`src/rtl/fifo_drain_serializer.sv`:
```
// FIFO read-side drain: pops words and shifts them out MSB-first,
// holding each bit for DIV clocks with frame/last qualifiers.
module fifo_drain_serializer #(
  parameter int DATA_W = 32,
  parameter int DIV    = 4,
  parameter int CNT_W  = 16
) (
  input  logic              clock,
  input  logic              reset,
  input  logic              enable,
  input  logic              fifo_empty,
  input  logic [DATA_W-1:0] fifo_data,
  output logic              fifo_rd,
  output logic              ser_out,
  output logic              ser_valid,
  output logic              ser_last,
  output logic              busy,
  output logic [CNT_W-1:0]  word_count
);

  localparam int BW = $clog2(DATA_W);
  localparam int DW = (DIV > 1) ? $clog2(DIV) : 1;

  typedef enum logic [1:0] {
    IDLE,
    READ,
    LATCH,
    SHIFT
  } state_t;

  state_t            state_q, state_d;
  logic [DATA_W-1:0] shift_q, shift_d;
  logic [BW-1:0]     bit_q, bit_d;
  logic [DW-1:0]     div_q, div_d;
  logic [CNT_W-1:0]  cnt_q, cnt_d;

  logic div_end;
  logic bit_zero;
  logic pending;

  assign div_end  = (div_q == DW'(DIV - 1));
  assign bit_zero = (bit_q == '0);
  assign pending  = enable && !fifo_empty;

  always_ff @(posedge clock or posedge reset) begin
    if (reset) begin
      state_q <= IDLE;
      shift_q <= '0;
      bit_q   <= '0;
      div_q   <= '0;
      cnt_q   <= '0;
    end else begin
      state_q <= state_d;
      shift_q <= shift_d;
      bit_q   <= bit_d;
      div_q   <= div_d;
      cnt_q   <= cnt_d;
    end
  end

  always_comb begin
    state_d = state_q;
    shift_d = shift_q;
    bit_d   = bit_q;
    div_d   = div_q;
    cnt_d   = cnt_q;
    unique case (state_q)
      IDLE: begin
        if (pending) state_d = READ;
      end
      READ: begin
        state_d = LATCH;
      end
      LATCH: begin
        shift_d = fifo_data;
        bit_d   = BW'(DATA_W - 1);
        div_d   = '0;
        state_d = SHIFT;
      end
      SHIFT: begin
        if (div_end) begin
          shift_d = shift_q << 1;
          div_d   = '0;
          bit_d   = bit_q - 1'b1;
          // final hold cycle of bit 0 closes the frame
          if (bit_zero) begin
            cnt_d   = cnt_q + 1'b1;
            state_d = pending ? READ : IDLE;
          end
        end else begin
          div_d = div_q + 1'b1;
        end
      end
    endcase
  end

  assign fifo_rd    = (state_q == READ);
  assign ser_valid  = (state_q == SHIFT);
  assign ser_out    = ser_valid && shift_q[DATA_W-1];
  assign ser_last   = ser_valid && bit_zero;
  assign busy       = (state_q != IDLE);
  assign word_count = cnt_q;

endmodule

```
`config.mk`:
```
export PLATFORM = sky130hd
export DESIGN_NAME = fifo_drain_serializer
export DESIGN_NICKNAME = d
export VERILOG_FILES = /design/src/rtl/fifo_drain_serializer.sv
export SDC_FILE = /design/constraint.sdc
export NUM_CORES = 1
export LEC_CHECK = 0
export ABC_AREA = 1
export BUFFER_PORTS_ARGS = -buffer_cell sky130_fd_sc_hd__clkbuf_2
export CAP_MARGIN = 20
export CORE_ASPECT_RATIO = 2
export CORE_UTILIZATION = 49
export CTS_CLUSTER_DIAMETER = 30
export DETAILED_ROUTE_END_ITERATION = 8
export PLACE_DENSITY = 0.79
export REMOVE_ABC_BUFFERS = 1
export SYNTH_ARGS = -nofsm -noshare
export SYNTH_HDL_FRONTEND = slang
export SYNTH_SLANG_ARGS = --single-unit
export TNS_END_PERCENT = 50
```
`constraint.sdc`:
```
create_clock -name clock -period 1.9 [get_ports clock]
set_clock_uncertainty 0.1 [all_clocks]
set_input_delay 0.38 -clock clock [delete_from_list [all_inputs] [get_ports clock]]
set_output_delay 0.38 -clock clock [all_outputs]
set_load 0.01 [all_outputs]
```
==> impl_metrics.json, run 1 <==
{
  "setup_viol": 0,
  "worst_path_max_delay_cell": "dfrtp_1",
  "core_mm2": 0.00542,
  "cp.arrival_ps": 1360,
  "vias": 2458,
  "avgSynthCellArea_um2": 8.52,
  "fin_crit_ps": 1840,
  "firstDrtPassIters": 4,
  "num_rows": 38,
  "static-leakage-power_nw": 1.59,
  "syn_inst": 325,
  "cap_viol_max_count": 0,
  "slew_headroom": 0.684,
  "grt-ovfl-total": 0,
  "end_kind": "output pin",
  "setup.worst_path.class": "flip-flop to output pin",
  "grt_usage": 0.244,
  "initialDrtViolationCount": 55,
  "cts_root_buf": "clkbuf_8",
  "cts_tree": "built",
  "cts_buffers": 9,
  "crit_family": "flip-flops",
  "wl_um": 6300,
  "fill_cells": 470,
  "diodes": 0,
  "reg2reg_depth": 9,
  "ys_warn_count": 0,
  "yosysUniqueCellTypes": 28,
  "wl_per_cell_um": 13.8,
  "worst-path-stages": 4,
  "clockBufferDepth": 2,
  "fmax_mhz": 544,
  "holdWs_ps": 203,
  "max_stage_delay_ps": 460,
  "status": "complete, no violations",
  "drc": 0,
  "grt_max_degree": 39,
  "post-route-period-util": 0.967,
  "dieHeight_um": 108,
  "routed_via_density": 5.37,
  "ios": 57,
  "port_buffers": 56,
  "power_density_mw_per_mm2": 1260,
  "clock_latency_ps": 320,
  "dp_slack_ps": 117,
  "tightest_slew_ps": 473,
  "place_hpwl_um": 4420,
  "worst-path-max-fanout": 8,
  "place_area_mm2": 0.00312,
  "htreeDepth": 3,
  "required_ps": 1420,
  "nNetsFinal": 440,
  "syn2layout_area_growth_pct": 21.9,
  "yosysTopAreaCell": "dfrtp_1",
  "ir_drop_mv": 0.816,
  "antenna_found_initial": 0,
  "drive_gt1_frac": 0.246,
  "hold_class": "input port to flip-flop",
  "clock-sinks": 57,
  "synth.area.top_cells": "dfrtp_1 52%, nor2_1 12%, nand2_1 8.5%",
  "dieArea_mm2": 0.00597,
  "yosysTopAreaCellShare": 0.515,
  "grt_pass1_wl_um": 10500,
  "hold_path_depth": 3,
  "start_kind": "flip-flop",
  "final_cell_mix": "85 x nor2_1, 63 x nand2_1, 57 x dfrtp_1, 55 x clkbuf_2, 31 x o22ai_1",
  "start_util": 0.511,
  "ys_seq_area_frac": 0.515,
  "fin_ws_ps": 62.5,
  "die_w_um": 55.1,
  "syn_area_mm2": 0.00277,
  "route.antenna.remaining_nets": 0,
  "cp_cell_sequence": "ha_4 > inv_1 > nor2_4 > buf_6",
  "grt_pass1_vias": 2469,
  "final_area_mm2": 0.00337,
  "gp_congestion": 0.754,
  "drv_slew": 0,
  "clk_pin_slew_ps": 60,
  "cp.buffers_inverters": 2,
  "hold_viol": 0,
  "layout_commonest_cell": "nor2_1",
  "ys_ff_latch": 57
}
==> metal layers <==
layer / up-vias / track usage / share of wire
met4: 0 / 0.125 / 0.015
met3: 9 / 0.0408 / 0.050
met2: 66 / 0.422 / 0.54
li1: 1202 / - / -
met5: - / 0 / 0
met1: 1181 / 0.269 / 0.40
==> where the power goes <==
part	total, mW	internal, mW	switching (mW)	leakage [nW]
registers	1.82	1.58	0.240	0.657
logic	1.54	0.664	0.879	0.859
clock network	0.903	0.485	0.418	0.0782
==> path summary, 6_finish.rpt <==
kind | startpoint | endpoint | slack, ps
setup / recovery | state_q[0] | ser_last | 60
hold / removal | fifo_data[0] | shift_q[0] | 200
setup reg to reg | bit_q[0] | word_count[2] | 140
hold reg to reg | shift_q[0] | shift_q[0] | 390
max in group asynchronous | reset | div_q[0] | 730
min in group asynchronous | reset | word_count[0] | 550
==> worst register-to-register path: cells and delay by family, from the launching register on <==
| kind | cells | cell delay (ps) |
|---|---|---|
| xor gates and xnor gates | 1 | 140 |
| adders and majority gates | 1 | 140 |
| buffers and inverters | 3 | 300 |
| DFF | 1 | 390 |
| and+or+nand+nor | 4 | 570 |
==> registers in the layout, summed over array words and instances, names as in the netlist <==
name and flops:
shift_q 32, word_count 16, bit_q 5, div_q 2, state_q 2
==> logic make-up (layout without fill, tap and decap cells) <==
| family | count (synthesis) | in the layout | share of synthesized area |
|---|---|---|---|
| AND/OR/NAND/NOR | 177 | 177 | 0.269 |
| flip-flops | 57 | 57 | 0.515 |
| AO/OA/AOI/OAI | 43 | 43 | 0.0999 |
| buffers and inverters | 33 | 106 | 0.0570 |
| adder cells (fa/ha/maj) | 8 | 8 | 0.0362 |
| XOR/XNOR | 7 | 7 | 0.0222 |
==> cell type report <==
| class | instances | area (um^2) | share of cell area |
|---|---|---|---|
| clock buffer | 12 | 145 | 0.0430 |
| multi-input combinational | 235 | 1230 | 0.363 |
| timing repair buffer | 71 | 414 | 0.123 |
| tap | 60 | 75.1 | 0.0222 |
| sequential | 57 | 1430 | 0.423 |
| inverter | 22 | 82.6 | 0.0245 |
| clock inverter | 1 | 5.00 | 0.00148 |
==> metrics by stage <==
| step | util | instances | TNS, ps | total power [mW] |
|---|---|---|---|---|
| finish | 0.623 | 458 | 0 | 4.27 |
| global route | 0.623 | 458 | -7.50 | 4.59 |
| CTS | 0.617 | 455 | 0 | 4.23 |
| detailed placement | 0.576 | 438 | 0 | 3.25 |
| global placement | 0.576 | 438 | 0 | 3.18 |
| floorplan | - | 314 | -1470 | 2.73 |
==> synth_stat cells (all sizes together) <==
| master | n |
|---|---|
| nor2 | 90 |
| nand2 | 65 |
| dfrtp | 57 |
| o22ai | 31 |
| inv | 22 |
| nand3 | 11 |
| buf | 9 |
| ha | 8 |
| nand3b | 7 |
| o21ai | 7 |
| xor2 | 6 |
| nand4 | 3 |
| clkbuf | 2 |
| o21bai | 2 |
| a21oi | 1 |
| a22o | 1 |
| a22oi | 1 |
| nor3 | 1 |
| xnor2 | 1 |
==> timing repair <==
item	CTS	global route
hold buffers	1	0
hold endpoints to repair	19	0
setup buffers	3	3
pin swaps	1	1
resized for setup	11	2
endpoints found under the setup margin	3	3
Note: power is estimated with default switching activity, not from simulation.
==> inputs of run 2 (changes only) <==
--- a/config.mk
+++ b/config.mk
@@ -6,14 +6,16 @@
 export NUM_CORES = 1
 export LEC_CHECK = 0
 export ABC_AREA = 1
-export BUFFER_PORTS_ARGS = -buffer_cell sky130_fd_sc_hd__clkbuf_2
+export BUFFER_PORTS_ARGS = -buffer_cell sky130_fd_sc_hd__buf_2
 export CAP_MARGIN = 20
 export CORE_ASPECT_RATIO = 2
+export CORE_MARGIN = 2
 export CORE_UTILIZATION = 49
 export CTS_CLUSTER_DIAMETER = 30
 export DETAILED_ROUTE_END_ITERATION = 8
 export PLACE_DENSITY = 0.79
 export REMOVE_ABC_BUFFERS = 1
+export SLEW_MARGIN = 20
 export SYNTH_ARGS = -nofsm -noshare
 export SYNTH_HDL_FRONTEND = slang
 export SYNTH_SLANG_ARGS = --single-unit
==> run 2 against run 1 <==
Net effect:
- first-iteration DRC count is 51% higher
- clock-buffer cell count fell by 3
- via count is 2.2% higher
- fmax fell by 2.3%
- register-to-register slack is essentially flat
- clock power grew 27%
- critical path type unchanged
- largest cell class unchanged
- largest power group unchanged
==> impl_metrics.json, run 2 (synthesis gave the netlist of run 1 again) <==
{
  "rsz0062_at_grt": "true",
  "drive_gt1_frac": 0.269,
  "nNetsFinal": 444,
  "wl_um": 6710,
  "setup.worst_path.class": "flip-flop to output pin",
  "cts_tree": "built",
  "fin_util": 0.644,
  "grt_max_degree": 34,
  "power_density_mw_per_mm2": 1300,
  "grt_pass1_wl_um": 11300,
  "grt-ovfl-total": 0,
  "routed_via_density": 5.40,
  "hold_viol": 0,
  "fmax_mhz": 531,
  "dp_cells": 438,
  "wl_met2_um": 3500,
  "antenna_found_initial": 0,
  "drc": 0,
  "cts_root_buf": "clkbuf_8",
  "largest_reg_flops": 32,
  "core_mm2": 0.00542,
  "hold_class": "input port to flip-flop",
  "route.antenna.remaining_nets": 0,
  "top_layer_used": "met4",
  "port_buffers": 56,
  "slew_headroom": 0.772,
  "fin_ws_ps": 18.4,
  "cap_viol_max_count": 0,
  "diodes": 0,
  "start_util": 0.511,
  "ir_drop_mv": 1.06,
  "static-leakage-power_nw": 1.65,
  "post-route-period-util": 0.990,
  "status": "complete, no violations",
  "dieHeight_um": 110,
  "end_kind": "output pin",
  "final_cell_mix": "85 x nor2_1, 63 x nand2_1, 55 x dfrtp_1, 55 x buf_2, 31 x o22ai_1",
  "num_rows": 38,
  "tightest_slew_ps": 342,
  "vias": 2512,
  "required_ps": 1420,
  "reg2reg_from": "state_q[0]",
  "drv_slew": 0,
  "setup_viol": 0,
  "grt_usage": 0.233,
  "syn2layout_area_growth_pct": 26.0,
  "cp.arrival_ps": 1400,
  "crit_start": "bit_q[1]",
  "cts_buffers": 9,
  "die_w_um": 57.1,
  "start_kind": "flip-flop",
  "htreeDepth": 3,
  "routed-wl-met3_um": 294,
  "firstDrtPassIters": 4,
  "hp-start": "fifo_data[0]",
  "stdcell_count": 465,
  "worst-path-max-fanout": 2,
  "clockBufferDepth": 2,
  "clk_pin_slew_ps": 60,
  "dieArea_mm2": 0.00630,
  "top_register": "shift_q",
  "initialDrtViolationCount": 83,
  "place_hpwl_um": 4460,
  "clock_latency_ps": 350,
  "clock-sinks": 57,
  "dp_slack_ps": 51.1,
  "layout_commonest_cell": "nor2_1",
  "ios": 57,
  "fin_crit_ps": 1880,
  "grt_pass1_vias": 2549,
  "wl_met1_um": 2680,
  "gp_congestion": 0.841,
  "wl_per_cell_um": 14.4
}
-- run 2: final cells by class --
| cell class | instances | area, um^2 |
|---|---|---|
| Sequential cell | 57 | 1430 |
| Multi-Input combinational cell | 235 | 1230 |
| Clock inverter | 7 | 80.1 |
| Timing Repair Buffer | 75 | 469 |
| Clock buffer | 9 | 124 |
| Fill cell | 463 | 1930 |
| Inverter | 22 | 85.1 |
| Tap cell | 60 | 75.1 |
-- run 2: per-stage QoR --
step	hold WS, ps	setup TNS [ps]	power [mW]	area (um^2)
2_1_floorplan	343	-1470	2.73	2690
3_3_place_gp	257	0	3.18	3150
3_5_place_dp	260	0	3.27	3150
4_1_cts	191	0	4.49	3450
5_1_grt	193	-39.1	4.84	3490
6_report	188	0	4.52	3490
-- run 2: where the power goes --
| group | switching, mW | leakage, nW | internal [mW] |
|---|---|---|---|
| clock network | 0.540 | 0.0960 | 0.615 |
| logic | 0.881 | 0.901 | 0.660 |
| registers | 0.245 | 0.655 | 1.58 |
-- run 2: worst max-delay path, stage by stage (launching register included) --
cell,delay [ps]
dfrtp_1,400
inv_2,90
ha_4,150
inv_4,40
nor2_4,110
nand2_4,70
nor2_4,100
buf_6,110
-- run 2: per-layer routing --
metal  track usage  vias up
met3        0.0560       21
met2         0.400       82
li1              -     1211
met1         0.259     1198
met5             0        -
met4         0.136        0
-- run 2: worst paths after layout --
check / endpoint / slack [ps] / cells after the start
setup / recovery: ser_last / 20 / 7
hold / removal: shift_q[0] / 190 / 3
setup reg to reg: shift_q[17] / 140 / 7
hold reg to reg: shift_q[0] / 400 / 2
max in group asynchronous: shift_q[17] / 760 / 4
min in group asynchronous: word_count[4] / 430 / 3
-- run 2: what timing repair did --
item / 4_1_cts / 5_1_grt
buffers inserted: 5 / 5
resized for setup: 12 / 3
setup endpoints to repair: 3 / 3
hold endpoints to repair: 11 / 0
hold buffers: 1 / 0
pin swaps: 3 / 3
==> inputs of run 3 (changes only) <==
==> constraint.sdc (replaced) <==
create_clock -name clock -period 1.9 [get_ports clock]
set_clock_uncertainty 0.1 [all_clocks]
set_input_delay 0.38 -clock clock [delete_from_list [all_inputs] [get_ports clock]]
set_output_delay 0.38 -clock clock [all_outputs]
set_load 0.005 [all_outputs]
==> run 3 against run 2 <==
Net effect:
- clock-buffer cell count rose by 2
- clock power rose by 13%
- die area unchanged
- wire length down 1.8%
- hold slack gained 16 ps
- critical endpoint unchanged
- highest routed layer unchanged
==> impl_metrics.json, run 3 (synthesis gave the netlist of run 1 again) <==
{
  "fin_crit_ps": 1850,
  "final_area_mm2": 0.00348,
  "hp-start": "fifo_data[25]",
  "hold_viol": 0,
  "post-route-period-util": 0.975,
  "reg2reg_from": "bit_q[1]",
  "cts_root_buf": "clkbuf_8",
  "busiest_layer": "met2",
  "slew_headroom": 0.689,
  "grt_pass1_wl_um": 11200,
  "num_rows": 38,
  "start_kind": "flip-flop",
  "stdcell_count": 460,
  "clock_latency_ps": 340,
  "firstDrtPassIters": 4,
  "clk_pin_slew_ps": 70,
  "route.antenna.remaining_nets": 0,
  "fin_util": 0.642,
  "initialDrtViolationCount": 131,
  "use_met1": 0.272,
  "htreeDepth": 3,
  "drv_slew": 0,
  "vias": 2509,
  "cts_buffers": 9,
  "drive_gt1_frac": 0.260,
  "hold_path_depth": 3,
  "final_cell_mix": "85 x nor2_1, 63 x nand2_1, 56 x buf_2, 55 x dfrtp_1, 31 x o22ai_1",
  "end_kind": "output pin",
  "routed_via_density": 5.45,
  "place_area_mm2": 0.00315,
  "reg2reg_depth": 9,
  "clockBufferDepth": 2,
  "worst-path-max-fanout": 3,
  "place_hpwl_um": 4360,
  "cts_tree": "built",
  "nNetsFinal": 439,
  "crit_start": "bit_q[1]",
  "syn2layout_area_growth_pct": 25.7,
  "cap_viol_max_count": 0,
  "grt_usage": 0.234,
  "rsz0062_at_grt": "true",
  "antenna_found_initial": 0,
  "grt_max_degree": 34,
  "diodes": 0,
  "largest_reg_flops": 32,
  "gp_congestion": 0.834,
  "setup.worst_path.class": "flip-flop to output pin",
  "core_mm2": 0.00542,
  "dieHeight_um": 110,
  "dieArea_mm2": 0.00630,
  "static-leakage-power_nw": 1.65,
  "ios": 57,
  "drc": 0,
  "setup_viol": 0,
  "dp_cells": 437,
  "top_register": "shift_q",
  "grt_pass1_vias": 2513,
  "power_density_mw_per_mm2": 1340,
  "ir_drop_mv": 0.955,
  "wl_um": 6590,
  "clock-sinks": 57,
  "grtUsageMet2": 0.396,
  "layout_commonest_cell": "nor2_1",
  "multi_input_area_mm2": 0.00123,
  "fmax_mhz": 540,
  "port_buffers": 56,
  "grt-ovfl-total": 0,
  "ff_latch_area_mm2": 0.00143,
  "grt_use_met3": 0.0408,
  "required_ps": 1420,
  "fill_cells": 469,
  "cp.arrival_ps": 1370,
  "start_util": 0.511,
  "die_w_um": 57.1,
  "hold_class": "input port to flip-flop",
  "wl_per_cell_um": 14.3,
  "tightest_slew_ps": 466,
  "status": "complete, no violations"
}
[run 3: cell count changes in the layout (fill, tap and decap cells not counted)]
cell,before,now
buf_4,15,9
clkinv_4,3,0
clkbuf_8,9,11
clkinv_2,0,2
buf_12,3,4
buf_2,55,56
buf_6,1,0
bufinv_16,1,2
clkinvlp_4,2,1
inv_2,5,6
inv_4,1,0
inv_6,1,0
[run 3: layout make-up]
type | count | share of cell area
sequential | 57 | 0.411
multi-input combinational | 235 | 0.352
timing repair buffer | 70 | 0.126
clock buffer | 11 | 0.0435
inverter | 22 | 0.0237
clock inverter | 5 | 0.0223
tap | 60 | 0.0216
[run 3: per-layer routing]
layer	vias up	part of all wire
met5	-	0
met4	0	0.033
met3	21	0.050
met2	82	0.53
met1	1206	0.39
li1	1200	-
[run 3: stage by stage]
| step | TNS [ps] | hold WS, ps | setup slack [ps] | power (mW) |
|---|---|---|---|---|
| finish | 0 | 203 | 47.9 | 4.65 |
| global route | -13.3 | 217 | -13.3 | 4.97 |
| detailed placement | 0 | 311 | 36.2 | 3.26 |
| CTS | 0 | 196 | 23.0 | 4.62 |
| global placement | 0 | 317 | 175 | 3.17 |
| floorplan | -157 | 343 | -78.9 | 2.72 |
[run 3: timing repair]
item,4_1_cts,5_1_grt
resized for setup,11,2
pin swaps,1,2
hold endpoints to repair,15,0
setup buffers,4,2
setup endpoints to repair,3,4
hold buffers,1,0
[run 3: final timing paths]
path                                  to  slack, ps
setup / recovery                ser_last         50
hold / removal               shift_q[25]        200
setup reg to reg           word_count[2]        140
hold reg to reg                 div_q[0]        400
max in group asynchronous     shift_q[9]        730
min in group asynchronous       bit_q[4]        490
[run 3: critical path, stage by stage, from the launching register on]
cell	delay (ps)
dfrtp_1	390
inv_2	90
ha_4	150
inv_2	50
nor2_4	100
nand2_4	70
nor2_4	80
buf_2	110
[run 3: report_power, final]
part	leakage [nW]	internal, mW	switching (mW)	total (mW)
Combinational	0.878	0.655	0.869	1.52
Clock	0.115	0.805	0.497	1.30
Sequential	0.655	1.58	0.243	1.83
Total	1.65	3.04	1.61	4.65
